## config.mk

```make
export PLATFORM = sky130hd
export DESIGN_NAME = mem_port_arbiter
export DESIGN_NICKNAME = d
export VERILOG_FILES = /design/src/rtl/mem_port_arbiter.sv
export SDC_FILE = /design/constraint.sdc
export NUM_CORES = 1
export LEC_CHECK = 0
export CELL_PAD_IN_SITES_DETAIL_PLACEMENT = 1
export CELL_PAD_IN_SITES_GLOBAL_PLACEMENT = 2
export CORE_UTILIZATION = 27
export DETAILED_ROUTE_END_ITERATION = 7
export PLACE_DENSITY = 0.76
export RECOVER_POWER = 25
export SLEW_MARGIN = 20
export SYNTH_ARGS = -nofsm -noshare
export SYNTH_HDL_FRONTEND = slang
export SYNTH_SLANG_ARGS = --single-unit
export TNS_END_PERCENT = 50
```

## constraint.sdc

```tcl
create_clock -name clk -period 3.3 [get_ports clk]
set_input_delay 0.495 -clock clk [delete_from_list [all_inputs] [get_ports clk]]
set_output_delay 0.495 -clock clk [all_outputs]
set_load 0.02 [all_outputs]
```

## src/rtl/mem_port_arbiter.sv

```systemverilog
// mem_port_arbiter: shares one single-ported memory between the instruction-fetch
// and data-access sides, D-priority with bounded starvation of I.
module mem_port_arbiter #(
  parameter int WORD_SIZE    = 16,
  parameter int MEM_LATENCY  = 4,
  parameter int STARVE_LIMIT = 3
) (
  input  logic                 clk,
  input  logic                 reset_n,
  input  logic                 i_req,
  input  logic [WORD_SIZE-1:0] i_addr,
  output logic [WORD_SIZE-1:0] i_rdata,
  output logic                 i_done,
  output logic                 i_wait,
  input  logic                 d_req,
  input  logic                 d_we,
  input  logic [WORD_SIZE-1:0] d_addr,
  input  logic [WORD_SIZE-1:0] d_wdata,
  output logic [WORD_SIZE-1:0] d_rdata,
  output logic                 d_done,
  output logic                 d_wait,
  output logic                 mem_read,
  output logic                 mem_write,
  output logic [WORD_SIZE-1:0] mem_addr,
  output logic [WORD_SIZE-1:0] mem_wdata,
  input  logic [WORD_SIZE-1:0] mem_rdata,
  output logic                 owner
);

  typedef enum logic [1:0] {
    IDLE   = 2'd0,
    ACCESS = 2'd1,
    DONE   = 2'd2
  } state_t;

  localparam logic [3:0]           CNT_LOAD   = 4'(MEM_LATENCY - 1);
  localparam logic [2:0]           STREAK_MAX = 3'(STARVE_LIMIT);
  localparam logic [WORD_SIZE-1:0] ZERO_W     = {WORD_SIZE{1'b0}};

  state_t               state_r;
  logic [3:0]           cnt_r;
  logic [2:0]           streak_r;
  logic                 we_r;
  logic                 owner_r;
  logic [WORD_SIZE-1:0] addr_r;
  logic [WORD_SIZE-1:0] wdata_r;
  logic [WORD_SIZE-1:0] i_rdata_r;
  logic [WORD_SIZE-1:0] d_rdata_r;
  logic                 i_done_r;
  logic                 d_done_r;
  logic                 mem_read_r;
  logic                 mem_write_r;
  logic                 grant_d_s;

  // Arbitration: D wins a contest unless I has already lost STARVE_LIMIT in a row.
  always_comb begin
    grant_d_s = 1'b0;
    if (d_req && i_req) begin
      grant_d_s = (streak_r != STREAK_MAX);
    end else if (d_req) begin
      grant_d_s = 1'b1;
    end else begin
      grant_d_s = 1'b0;
    end
  end

  // Access sequencer: grant in IDLE, drive memory for MEM_LATENCY cycles, pulse done.
  always_ff @(posedge clk or negedge reset_n) begin
    if (!reset_n) begin
      state_r     <= IDLE;
      cnt_r       <= 4'd0;
      streak_r    <= 3'd0;
      we_r        <= 1'b0;
      owner_r     <= 1'b0;
      addr_r      <= ZERO_W;
      wdata_r     <= ZERO_W;
      i_rdata_r   <= ZERO_W;
      d_rdata_r   <= ZERO_W;
      i_done_r    <= 1'b0;
      d_done_r    <= 1'b0;
      mem_read_r  <= 1'b0;
      mem_write_r <= 1'b0;
    end else begin
      case (state_r)
        IDLE: begin
          i_done_r <= 1'b0;
          d_done_r <= 1'b0;
          if (i_req || d_req) begin
            state_r <= ACCESS;
            cnt_r   <= CNT_LOAD;
            owner_r <= grant_d_s;
            if (grant_d_s) begin
              addr_r      <= d_addr;
              wdata_r     <= d_wdata;
              we_r        <= d_we;
              mem_read_r  <= ~d_we;
              mem_write_r <= d_we;
              // Only a D win over a waiting I counts toward the starvation streak.
              if (i_req && (streak_r != STREAK_MAX)) begin
                streak_r <= streak_r + 3'd1;
              end else if (i_req) begin
                streak_r <= streak_r;
              end else begin
                streak_r <= 3'd0;
              end
            end else begin
              addr_r      <= i_addr;
              wdata_r     <= ZERO_W;
              we_r        <= 1'b0;
              mem_read_r  <= 1'b1;
              mem_write_r <= 1'b0;
              streak_r    <= 3'd0;
            end
          end else begin
            state_r <= IDLE;
          end
        end
        ACCESS: begin
          if (cnt_r == 4'd0) begin
            state_r     <= DONE;
            mem_read_r  <= 1'b0;
            mem_write_r <= 1'b0;
            if (owner_r) begin
              d_done_r <= 1'b1;
            end else begin
              i_done_r <= 1'b1;
            end
            if (!we_r && owner_r) begin
              d_rdata_r <= mem_rdata;
            end else if (!we_r) begin
              i_rdata_r <= mem_rdata;
            end else begin
              d_rdata_r <= d_rdata_r;
            end
          end else begin
            cnt_r <= cnt_r - 4'd1;
          end
        end
        DONE: begin
          i_done_r <= 1'b0;
          d_done_r <= 1'b0;
          state_r  <= IDLE;
        end
        default: begin
          state_r     <= IDLE;
          i_done_r    <= 1'b0;
          d_done_r    <= 1'b0;
          mem_read_r  <= 1'b0;
          mem_write_r <= 1'b0;
        end
      endcase
    end
  end

  assign i_rdata   = i_rdata_r;
  assign d_rdata   = d_rdata_r;
  assign i_done    = i_done_r;
  assign d_done    = d_done_r;
  assign i_wait    = i_req & ~i_done_r;
  assign d_wait    = d_req & ~d_done_r;
  assign mem_read  = mem_read_r;
  assign mem_write = mem_write_r;
  assign mem_addr  = addr_r;
  assign mem_wdata = wdata_r;
  assign owner     = owner_r;

endmodule
```

Word-level counts from Yosys, hierarchy flattened --
Index checks and enable logic that the tools add are counted.
Word-level totals: register bits 79, bits of input ports 69, output and inout port bits 71
Cells by class: add/sub/neg operators 2, equality and inequality tests 9, muxes and demuxes 26, bitwise logic cells 8, reduce and logical (&&, ||, !) cells 16
Operators with widths (count):
- two-way mux 16 bit | 2
- two-way mux 1 bit | 14
- AND reduction 3 bit | 4
- != test 2 bit, second input constant | 5
- two-way mux 3 bit | 3
- two-way mux 4 bit | 2
- one-hot mux 4 bit (2 select lines) | 1
- != test 3 x 2 -> 1 bit, second input constant | 2
- inverter 1 bit | 6
- one-hot mux 1 bit (3 select lines) | 2
- AND reduction 2 bit | 3
- zero test 4 bit | 1
- one-hot mux 2 bit (2 select lines) | 1
- AND reduction 4 bit | 1
- subtractor 4 x 1 -> 4 bit, second input constant | 1
- adder 3 x 1 -> 3 bit, second input constant | 1
- logical AND 1 bit | 3
- AND 1 bit | 2
- equality test 2 x 1 -> 1 bit, second input constant | 1
- equality test 2 bit, second input constant | 1
- zero test 2 bit | 1
- two-way mux 2 bit | 1
- nonzero test 2 bit | 1
- zero test 1 bit | 1
- logical OR 1 bit | 1

Logic depth before layout (Yosys ltp) --
depth in word-level cells 5, mapped depth 8, gate-level depth less buffers 5

Least setup slack after synthesis --
OpenSTA, ideal clock, no wires.
path kind register to register, from register cnt_r[0], to register d_rdata_r[0], in the netlist d_rdata[0], setup time 0.125 ns, data arrival time 2.182 ns, required time 3.175 ns, path slack 0.993 ns, stages on the path, launching flop included 9, path buffers 3, path through dfrtp_1 > inv_1 > ha_1 > or3b_1 > buf_2 > or4_4 > buf_6 > buf_6 > mux2_4
On the way: word-level cells in the longest chain between the ends 2
Ends and longest elaborated chain:
- start: declaration | RTL line 41 | logic [3:0] cnt_r;
- start signal: assignment | RTL line 136 | cnt_r <= cnt_r - 4'd1;
- zero test 4 bit | RTL line 119 | if (cnt_r == 4'd0) begin
- AND reduction 3 bit (no line)
- end signal: assignment | RTL line 129 | d_rdata_r <= mem_rdata;
- end signal: assignment | RTL line 133 | d_rdata_r <= d_rdata_r;
- end: declaration | RTL line 48 | logic [WORD_SIZE-1:0] d_rdata_r;
No other way between the ends. A chain may end at the register's enable or synchronous reset.

Worst setup path after layout --
from input d_req, to output d_wait
On the way: word-level cells in the longest chain between the ends 1
Ends and longest elaborated chain:
- start: declaration | RTL line 15 | input logic d_req,
- AND 1 bit | RTL line 160 | assign d_wait = d_req & ~d_done_r;
- end: declaration | RTL line 21 | output logic d_wait,
No other way between the ends.

==> flow_summary.json <==
{
  "status": "finished, violations left",
  "violations": "max-capacitance violations, max-slew violations",
  "grt_max_degree": 80,
  "path_depth": 3,
  "viasPerCell": 4.56,
  "crit_buf_inv": 2,
  "irDropWorstVdd_v": 0.000317,
  "clock_latency_ps": 320,
  "synth_nets": 332,
  "syn2layout_area_growth_pct": 52.8,
  "dieWidth_um": 114,
  "critPathSlowestCell": "clkdlybuf4s50_1",
  "cts_tree": "done",
  "clock_skew_ps": 4.93,
  "antenna_found_initial": 0,
  "powerDensity_nw_per_um2": 984,
  "hold_buffers": 0,
  "dpl.hpwl_um": 6120,
  "drive_gt1_share_pct": 11.1,
  "tightestPinTransition_ps": 1980,
  "worstPathCellList": "clkdlybuf4s50_1 -> nor2b_1 -> clkdlybuf4s50_1",
  "syn_area_per_cell_um2": 13.2,
  "synth_area_um2": 3410,
  "grt_pass1_wl_um": 14500,
  "fin_util_pct": 42.9,
  "ys_warn_count": 0,
  "numPortBuffers": 139,
  "fin_nets": 465,
  "cts_sinks": 79,
  "rr_worst_depth": 5,
  "ys_types": 34,
  "mostFrequentLayoutCell": "clkdlybuf4s50_1",
  "min_period_ps": 2420,
  "hp-class": "register to register",
  "max_clock_freq_mhz": 413,
  "crit_end": "d_wait",
  "drc": 0,
  "fin_crit_sh_pct": 73.4,
  "clk_pin_slew_ps": 50,
  "drtAntennaViolNets": 0,
  "place.gp.congestion": 0.723,
  "initial_core_util_pct": 28.1,
  "rsz0062_at_grt": "false",
  "cts-buffers-inserted": 9,
  "power_mw": 5.13,
  "ys_seq_area_share_pct": 57.9,
  "reg2reg_slack_ps": 880,
  "root_buffer": "clkbuf_16",
  "wl_per_cell_um": 15.6,
  "fin_area_um2": 5210,
  "slew_headroom_pct": -32.2,
  "startpoint": "d_req",
  "drt-pass1-iter-count": 4,
  "die_area_um2": 13100,
  "drt_iter0_drc": 72,
  "die_h_um": 114,
  "synthesis.instances": 259,
  "clk_path_buf_depth": 2,
  "critPathTopFamily": "buffers and inverters",
  "core_um2": 12200,
  "finalWirelength_um": 8840,
  "cts_setup_buffers": 0,
  "setup_viol": 0,
  "cp_max_fo": 9,
  "finalHoldViolCount": 0,
  "placed_cell_area_um2": 4920,
  "first_global_vias": 2706,
  "cts_resized": 0,
  "pin_count": 140,
  "rows": 40,
  "cp.required_ps": 2800,
  "critPathLaunchType": "input pin",
  "timing.rr.start": "cnt_r[0]$_DFFE_PN0P_",
  "critPathKind": "input pin to output pin",
  "layout_common_cells": "clkdlybuf4s50_1, dfrtp_1, o21ai_0, mux2_4, mux2i_1",
  "htreeDepth": 3,
  "antenna_cells": 0,
  "crit_top_cell": "clkdlybuf4s50_1",
  "p_leak_nw": 2.28,
  "critical_path.max_stage_delay_ps": 640,
  "cp-end-kind": "output pin",
  "drv_slew": 80,
  "crit_arrival_ps": 1930,
  "gr-usage-all-layers_pct": 14.5,
  "synth-seq-cells": 79,
  "maxCapViolCount": 1,
  "dr_total_vias": 2578,
  "r2r-end": "d_rdata[2]$_DFFE_PN0P_",
  "fin_tns_setup_ps": 0,
  "gr-total-overflow": 0
}
==> report_power, final <==
part / total [mW] / switching, mW / internal (mW)
sequential: 1.73 / 0.292 / 1.44
combinational: 2.43 / 1.17 / 1.26
clock: 0.974 / 0.371 / 0.603
total: 5.13 / 1.83 / 3.30
==> cell families after synthesis <==
| group | after synthesis | share of synthesized area (%) |
|---|---|---|
| muxes | 50 | 18.0 |
| DFF | 79 | 57.9 |
| and+or+nand+nor | 31 | 5.50 |
| AOI/OAI and AO/OA | 69 | 13.2 |
| buffers and inverters | 26 | 3.85 |
| adders and majority gates | 4 | 1.47 |
==> metrics by stage <==
step,worst slack (ps),hold WS (ps),cells
global placement,598,473,549
global route,720,503,565
finish,877,489,565
detailed placement,490,480,549
CTS,834,381,565
floorplan,993,199,259
==> flip-flops by register name (all words and copies together) (netlist names) <==
signal,flops
state_r,2
d_rdata,16
mem_addr,16
i_done,1
owner,1
mem_wdata,16
cnt_r,4
d_done,1
i_rdata,16
mem_write,1
streak_r,3
we_r,1
mem_read,1
==> Yosys cell counts <==
cell	count	area, µm²
nor3_1	4	20.0
nor2b_1	3	18.8
ha_1	4	50.1
or4_4	2	22.5
mux2_1	12	135
inv_1	7	26.3
a2bb2oi_1	1	8.76
nor3b_1	2	15.0
a21bo_2	1	10.0
o2bb2ai_1	2	17.5
clkbuf_1	12	45.0
nor2_1	6	22.5
a22oi_1	1	7.51
o211a_1	1	10.0
nand2_1	3	11.3
nor3_2	1	10.0
nand2b_1	3	18.8
a32o_1	2	20.0
nand4b_1	1	8.76
buf_6	4	45.0
mux2i_1	18	180
buf_2	3	15.0
a21oi_1	3	15.0
o211ai_1	2	15.0
or3b_1	1	8.76
o21ai_0	38	190
or2_2	1	6.26
a21o_1	1	7.51
nor4bb_1	1	10.0
a31o_2	1	8.76
nand3_1	3	15.0
mux2_4	20	300
a22o_1	16	140
dfrtp_1	79	1980
==> per-layer routing <==
| metal | GRT usage (%) | part of all wire, % |
|---|---|---|
| met1 | 17.9 | 44 |
| met2 | 23.2 | 46 |
| met3 | 4.87 | 8.3 |
| met4 | 6.23 | 1.5 |
| met5 | 0 | 0 |
==> cell type report <==
class	instances	area, µm²
fill	1309	6950
sequential	79	1980
timing repair buffer	141	1400
multi-input combinational	154	1310
clock buffer	12	246
tap	168	210
clock inverter	4	45.0
inverter	7	26.3
==> how the worst min path moves through the flow <==
stage | startpoint | to | slack [ps] | depth (start not counted)
global route | i_rdata[1]$_DFFE_PN0P_ | i_rdata[1]$_DFFE_PN0P_ | 500 | 1
CTS | reset_n | mem_wdata[14]$_DFFE_PN0P_ | 380 | 1
floorplan | reset_n | cnt_r[0]$_DFFE_PN0P_ | 200 | 0
global placement | streak_r[2]$_DFFE_PN0P_ | streak_r[2]$_DFFE_PN0P_ | 470 | 1
finish | d_rdata[7]$_DFFE_PN0P_ | d_rdata[7]$_DFFE_PN0P_ | 490 | 1
detailed placement | d_rdata[2]$_DFFE_PN0P_ | d_rdata[2]$_DFFE_PN0P_ | 480 | 1
Power figures use the tool's default switching activity.
